### src/rtl/xcnt_pkg.sv
`default_nettype none
// ============================================================================
// Module   : xcnt_pkg
// Brief    : Shared encodings for the x_count_fsm event counter family.
// Revision : 1.0 - initial release
// ============================================================================
package xcnt_pkg;

    // End-of-range behaviour
    localparam int MODE_WRAP  = 0;
    localparam int MODE_SAT   = 1;

    // Event qualification
    localparam int EDGE_LEVEL = 0;
    localparam int EDGE_RISE  = 1;

    // Count direction as seen on the dir input
    localparam logic DIR_DOWN = 1'b0;
    localparam logic DIR_UP   = 1'b1;

endpackage : xcnt_pkg
`default_nettype wire

### src/rtl/xcnt_edge_det.sv
`default_nettype none
// ============================================================================
// Module   : xcnt_edge_det
// Brief    : Holds the one-cycle delayed copy of x and produces the qualified
//            event. EDGE_LEVEL: every cycle with x high is an event.
//            EDGE_RISE: only a 0->1 transition of x is an event.
// Revision : 1.0 - initial release
// ============================================================================
module xcnt_edge_det
    import xcnt_pkg::*;
#(
    parameter int EDGE = EDGE_LEVEL
) (
    input  logic clk,
    input  logic rst,
    input  logic en,
    input  logic x,
    output logic ev
);

    // Delayed copy of x; samples every cycle regardless of en or clr so that
    // edges arriving while disabled are consumed rather than replayed later.
    logic x_d_q;
    logic x_d_d;

    // Next value of the delay register is simply the current x
    always_comb begin
        x_d_d = x;
    end

    // Delay register, cleared by reset so x high right after reset is an edge
    always_ff @(posedge clk or posedge rst) begin
        if (rst) begin
            x_d_q <= 1'b0;
        end else begin
            x_d_q <= x_d_d;
        end
    end

    // Qualified event; the edge term collapses to 1 in level mode
    always_comb begin
        ev = en & x & ((EDGE == EDGE_RISE) ? ~x_d_q : 1'b1);
    end

endmodule : xcnt_edge_det
`default_nettype wire

### src/rtl/x_count_fsm.sv
`default_nettype none
// ============================================================================
// Module   : x_count_fsm
// Brief    : Parametrised Moore event counter. Steps through NUM_STATES
//            states on qualified x events (up or down, wrap or saturate) and
//            asserts y while in the terminal state NUM_STATES-1.
//            Optional macro XCNT_TERM_PULSE_EN adds a registered term_pulse
//            output flagging events that hit either end of the range.
// Revision : 1.0 - initial release
// ============================================================================
module x_count_fsm
    import xcnt_pkg::*;
#(
    parameter  int NUM_STATES = 4,
    parameter  int MODE       = MODE_WRAP,
    parameter  int EDGE       = EDGE_LEVEL,
    localparam int W          = $clog2(NUM_STATES)
) (
    input  logic         clk,
    input  logic         rst,
    input  logic         en,
    input  logic         clr,
    input  logic         x,
    input  logic         dir,
    output logic [W-1:0] state,
    output logic         y
`ifdef XCNT_TERM_PULSE_EN
    ,
    output logic         term_pulse
`endif
);

    // First and terminal state encodings
    localparam logic [W-1:0] S_ZERO = '0;
    localparam logic [W-1:0] S_TERM = W'(NUM_STATES - 1);

    logic         ev;
    logic         legal;
    logic [W-1:0] state_q;
    logic [W-1:0] state_d;
    logic         y_q;
    logic         y_d;

    xcnt_edge_det #(
        .EDGE (EDGE)
    ) u_edge_det (
        .clk (clk),
        .rst (rst),
        .en  (en),
        .x   (x),
        .ev  (ev)
    );

    // Encodings at or above NUM_STATES are unreachable in normal operation
    always_comb begin
        legal = (int'(state_q) < NUM_STATES);
    end

    // Next state: clear beats event beats hold; stray encodings recover to 0
    always_comb begin
        state_d = state_q;
        if (clr) begin
            state_d = S_ZERO;
        end else if (!legal) begin
            state_d = S_ZERO;
        end else if (ev) begin
            if (dir == DIR_UP) begin
                if (state_q == S_TERM) begin
                    state_d = (MODE == MODE_SAT) ? S_TERM : S_ZERO;
                end else begin
                    state_d = state_q + 1'b1;
                end
            end else begin
                if (state_q == S_ZERO) begin
                    state_d = (MODE == MODE_SAT) ? S_ZERO : S_TERM;
                end else begin
                    state_d = state_q - 1'b1;
                end
            end
        end
        y_d = (state_d == S_TERM);
    end

    // State and terminal flag registered together so y always tracks state
    always_ff @(posedge clk or posedge rst) begin
        if (rst) begin
            state_q <= S_ZERO;
            y_q     <= 1'b0;
        end else begin
            state_q <= state_d;
            y_q     <= y_d;
        end
    end

    assign state = state_q;
    assign y     = y_q;

`ifdef XCNT_TERM_PULSE_EN
    logic term_pulse_q;
    logic term_pulse_d;

    // An event at an end of the range: wrap in MODE_WRAP, a dropped step in
    // MODE_SAT. Both cases share the same condition; clr suppresses it.
    always_comb begin
        term_pulse_d = ev & ~clr &
                       (((dir == DIR_UP)   && (state_q == S_TERM)) ||
                        ((dir == DIR_DOWN) && (state_q == S_ZERO)));
    end

    // One-cycle registered end-of-range flag
    always_ff @(posedge clk or posedge rst) begin
        if (rst) begin
            term_pulse_q <= 1'b0;
        end else begin
            term_pulse_q <= term_pulse_d;
        end
    end

    assign term_pulse = term_pulse_q;
`endif

endmodule : x_count_fsm
`default_nettype wire

### config.mk
export PLATFORM = sky130hd
export DESIGN_NAME = x_count_fsm
export DESIGN_NICKNAME = d
export VERILOG_FILES = /design/src/rtl/xcnt_pkg.sv /design/src/rtl/xcnt_edge_det.sv /design/src/rtl/x_count_fsm.sv
export SDC_FILE = /design/constraint.sdc
export NUM_CORES = 1
export LEC_CHECK = 0
export ABC_AREA = 1
export CORE_AREA = 2 2 39 41
export DETAILED_ROUTE_END_ITERATION = 12
export DIE_AREA = 0 0 41 43
export GPL_TIMING_DRIVEN = 0
export PLACE_DENSITY_LB_ADDON = 0.2
export SKIP_CTS_REPAIR_TIMING = 1
export SLEW_MARGIN = 20
export SYNTH_ARGS = -nofsm -noshare
export SYNTH_HDL_FRONTEND = slang
export SYNTH_SLANG_ARGS = --single-unit
### constraint.sdc
create_clock -name clk -period 1.4 [get_ports clk]
set_input_delay 0.28 -clock clk [delete_from_list [all_inputs] [get_ports clk]]
set_output_delay 0.28 -clock clk [all_outputs]
set_load 0.02 [all_outputs]
; ---- Word-level counts from Yosys, hierarchy flattened
; Index checks and enable logic that the tools add are counted.
[word_totals]
register_bits = 3
latchBits = 0
ramBits = 0
rom_bits = 0
inputBits = 6
out_inout_bits = 3
elab_cells = 13
mem_count = 0
[classes]
n_addsub = 2
mul = 0
div_mod_pow = 0
n_lt_le_gt_ge = 0
eq_ne = 2
shifts = 0
mux = 5
n_bitwise = 1
reduce_logical = 1
[op_table]
columns = operator, n
row1 = $mux W2, 5
row2 = $eq A2 B2 Y1 const B, 2
row3 = $add A2 B1 Y2 const B, 1
row4 = $logic_not A2 Y1, 1
row5 = $sub A2 B1 Y2 const B, 1
row6 = $and A1 B1 Y1, 1

; ---- Depth between registers and ports, before layout
[logic_depth]
ltp_word = 6
mapped_depth = 8
depth_no_buf = 8

; ---- Modules after synthesis
; A second synthesis with hierarchy kept.
[unflattened]
cells_unflattened = 21
area_unflattened_um2 = 162.7
[modules_own_cells]
columns = mod, n_inst, cells_each, area_each_um2, seq_area_each_um2
row1 = x_count_fsm, 1, 19, 155.1, 75.1
row2 = xcnt_edge_det, 1, 2, 7.5, 0.0

; ---- Worst setup path before layout
; OpenSTA, ideal clock, no wires.
[synth_path]
path_type = flip-flop to flip-flop
start = register state_q[0], in the netlist state[0]
end = register y_q, in the netlist y
setup_ns = 0.116
arrival_time_ns = 1.152
required_time_ns = 1.284
path_slack_ns = 0.133
path_stages_with_launch = 9
n_path_buf = 0
synth_period_minus_slack_ns = 1.267
path_cell_list = dfrtp_1 > inv_2 > ha_1 > inv_1 > nand2_1 > nand2_1 > nand2_1 > nand2_1 > nor2_2
[synth_between]
elab_chain_cells = 6
elab_cells_between_ends = 10
cone_classes = add/sub (2) / eq/ne (2) / mux (5) / reduce/logical (1)
[synth_lines]
columns = element, line
row1 = start: declaration, x_count_fsm.sv:39  ; logic [W-1:0] state_q;
row2 = start signal: assignment, x_count_fsm.sv:90  ; state_q <= state_d;
row3 = "$sub A2 B1 Y2, or another cell as far along", x_count_fsm.sv:77  ; state_d = state_q - 1'b1;
row4 = $mux W2 (on tied branches), "x_count_fsm.sv:74, x_count_fsm.sv:68"
row5 = $mux W2, x_count_fsm.sv:67  ; if (dir == DIR_UP) begin
row6 = $mux W2 (*), x_count_fsm.sv:66  ; end else if (ev) begin
row7 = $mux W2 (*), x_count_fsm.sv:62  ; if (clr) begin
row8 = $eq A2 B2 Y1 (*), x_count_fsm.sv:81  ; y_d = (state_d == S_TERM);
row9 = named net y_d, x_count_fsm.sv:42  ; logic y_d;
row10 = end signal: assignment, x_count_fsm.sv:91  ; y_q <= y_d;
row11 = end: declaration, x_count_fsm.sv:41  ; logic y_q;
; Mark *: on every way through the listed nets, which the timed path passes. The rest lies on a longest branch.

; ---- Final worst setup path
[layout_path]
start = register state_q[0], in the netlist state[0]
end = register state_q[1], in the netlist state[1]
[layout_between]
elab_chain_cells = 5
elab_cells_between_ends = 9
cone_classes = add/sub (2) / eq/ne (1) / mux (5) / reduce/logical (1)
[layout_lines]
columns = element, line
row1 = "$sub A2 B1 Y2, or another cell as far along", x_count_fsm.sv:77
row2 = $mux W2 (on tied branches), "x_count_fsm.sv:74, x_count_fsm.sv:68"
row3 = $mux W2 (*), x_count_fsm.sv:67
row4 = $mux W2 (*), x_count_fsm.sv:66
row5 = $mux W2 (*), x_count_fsm.sv:62
row6 = named net state_d[1], x_count_fsm.sv:40  ; logic [W-1:0] state_d;
; Marked as above.

==> results list <==
- The run finished with clean final reports.
- I/O pin total: 9
- At the worst endpoint, the required time is 1.52 ns.
- The first global-routing pass estimated 648 um of wire.
- Clock transition at the register clock pins on the worst setup and hold paths after CTS: 0.04 ns
- Detailed router's first-iteration violation count: 4
- At the end of routability-driven placement, the weighted congestion stood at 0.6151.
- The Yosys step of the flow raised 0 warnings.
- The floorplan has 14 rows.
- Combinational logic burns 20.6% of the power.
- For the final database, setup skew stands at 0.0005296 ns.
* Clk_lat worst skew: 0.23 ns
* Netlist area before placement: 205.2 um2
- The area growth from synthesis to layout is 65.24%.
- Timing would allow up to 820.7 MHz.
- Via count of the first global-routing pass: 175
- Kind of end point of the critical path: register
- CTS H-tree lvls: 1
- Maximum root-to-sink buffer count: 2
* Worst vdd rail ir drop: 474.5 uV
* Total power draw: 0.0003203 W
* Relative contribution of sequential cells to total power: 30.1%
* Switching Power: 0.00008857 W
- Largest fanout on the critical path: 5
- The number of antenna violations at the first check in global routing came to 0.
* Critical register-to-register path startpoint: state[0]
- Worst hold-check path type: input pin to asynchronous set/reset pin
- Counting every instance in the synthesized netlist gives 29.
- The filler cells instantiated in the layout total 161.
- Height of the die: 43 um
- Input and output buffers added on the ports amount to 8.
- Power spread over the standard cell area amounts to 944.7 nW/um2.
- The number of cells on the worst reg-to-reg path is 8.
* Starting Density: 14.83%
- In this run the clock root is driven by a clkbuf_4.
* Cells along the critical path: inv_2 > ha_1 > inv_1 > nand2_1 > nand2_1 > nand2_1 > nand2_1 > inv_1
* Setup TNS: 0 ns
- Dividing the detail-routed via count by the number of cells gives 3.509.
* Number of detailed-routing iterations run before antenna repair: 3
- Number of design rule violations left after detail routing: 0
- The core region is 1384 um2.
- Final period utilization: 87.04%
- Antenna Nets Post-Route: 0
- Worst setup path category: register to register
* Proportion of layout cells with a drive suffix above 1: 21.95%
- In this run the critical register-to-register path is captured at state[1].
- Critical Path Source Type: register
- Averaged over all synthesized cells, the footprint is 7.076 um2.
* Vias post-DR: 200
* Synth unique cells: 9
- The number of hold violations in the final report is 0.
- In this run, synthesis produced a sequential element count of 3.
- Among the stages of the critical path, the cell type that occurs most often is nand2_1.
- For flop-to-flop paths, the worst setup slack is 0.18 ns.
- Tmin final: 1.219 ns
- The max-slew violation count came to 0.
* Total Wirelength: 436 um
- Net switching is 27.65% of the power.
* Data arrival time of the critical path: 1.34 ns
- Across the run, the number of max-cap violations was 0.
- Clock network fraction of total power: 49.3%
* HPWL Detailed: 320.3 um
- Internal portion of total power: 0.0002317 W
* GRT Util Overall: 5.936%
* GRT Residual Overflow: 0
* Fin nets: 50
* Most frequent standard cell in the layout excluding fill and tap cells: nand2_1
- Die X-Extent: 41 um
- Routed len/inst: 7.649 um
- Pin count of the biggest net entering global routing: 6
- Nets in the synthesized netlist: 37
- Leakage power total: 0.2269 nW
* TritonCTS clock tree: built
- CP max stage cell: dfrtp_1
- Final hold slack: 0.2150 ns
- Relative max-transition margin: 84.83%
- The library cells used most frequently in the layout, excluding fill and tap cells, are nand2_1 (9), inv_1 (7), clkdlybuf4s50_1 (5).
- Clock Sinks: 3
- Number of setup violations in the final report: 0
- Number of buffers created by CTS: 3
* Slowest Stage Delay on Critical Path: 0.41 ns
* Ant. Diodes: 0
* Die Area: 1763 um2
- After synthesis, flip-flops and latches occupy 36.59% of the total area.
- Setup repair after global routing left no endpoint under its margin.
* Slew at the pin with the worst max-slew slack: 0.2272 ns
==> sequential cells by signal, summed over array words and instances, names as in the netlist <==
name / count
state: 2
y: 1
==> per-stage QoR <==
step           util [%]  setup slack (ns)  cells  cell area, um2
2_1_floorplan         -            0.1327     29           205.2
3_3_place_gp      22.06           0.07299     53           305.3
3_5_place_dp      22.06           0.07212     53           305.3
4_1_cts           23.96           -0.1876     57           331.6
5_1_grt           24.50           0.04288     57           339.1
6_report          24.50            0.1815     57           339.1
==> routing by layer <==
layer	share of wire, %	routed length (um)	global-route usage (%)
met5	0	0	0
met2	42	182	6.875
met4	2.1	9	6.000
met3	11	47	3.141
met1	45	196	7.120
==> cells by family after synthesis <==
family	share of synthesized area (%)
buf+inv	16.47
flops	36.58
compound gates	8.538
fa+ha+maj	12.19
simple gates	26.22
==> cell type report <==
| type | instances | area [um2] | share of cell area [%] |
|---|---|---|---|
| inverter | 9 | 33.78 | 9.963 |
| sequential | 3 | 75.07 | 22.14 |
| clock buffer | 4 | 26.28 | 7.749 |
| tap | 16 | 20.02 | 5.904 |
| timing repair buffer | 8 | 87.58 | 25.83 |
| multi-input combinational | 17 | 96.34 | 28.41 |
==> cell usage after synthesis <==
cell,number,share of area (%)
nor2_1,2,3.7
a21oi_2,2,8.5
ha_1,2,12
nand2_1,9,16
inv_1,7,13
dfrtp_1,3,37
inv_2,2,3.7
nor2_2,1,3.1
nand2_2,1,3.1
==> power by group through the flow <==
stage	combinational, W	clock, W	sequential [W]
CTS	0.0000678	0.000170	0.0000968
floorplan	0.0000308	0	0.000103
global route	0.0000762	0.000174	0.0000972
detailed placement	0.0000674	0	0.0000981
finish	0.0000659	0.000158	0.0000965
global placement	0.0000675	0	0.0000983
==> worst max-delay path, delay by kind of cell (launching register included) <==
kind,cells,cell delay (ns)
DFF,1,0.41
adders and majority gates,1,0.30
and+or+nand+nor,4,0.23
buffers and inverters,3,0.16
==> how the worst max path moves through the flow <==
stage,from,to,slack [ns]
5_1_grt,state[0],y,0.04
4_1_cts,state[0],state[0],-0.19
3_5_place_dp,state[0],state[0],0.07
2_1_floorplan,state[0],y,0.13
3_3_place_gp,state[0],state[0],0.07
6_report,state[0],state[1],0.18
Note: power is estimated with default switching activity, not from simulation.
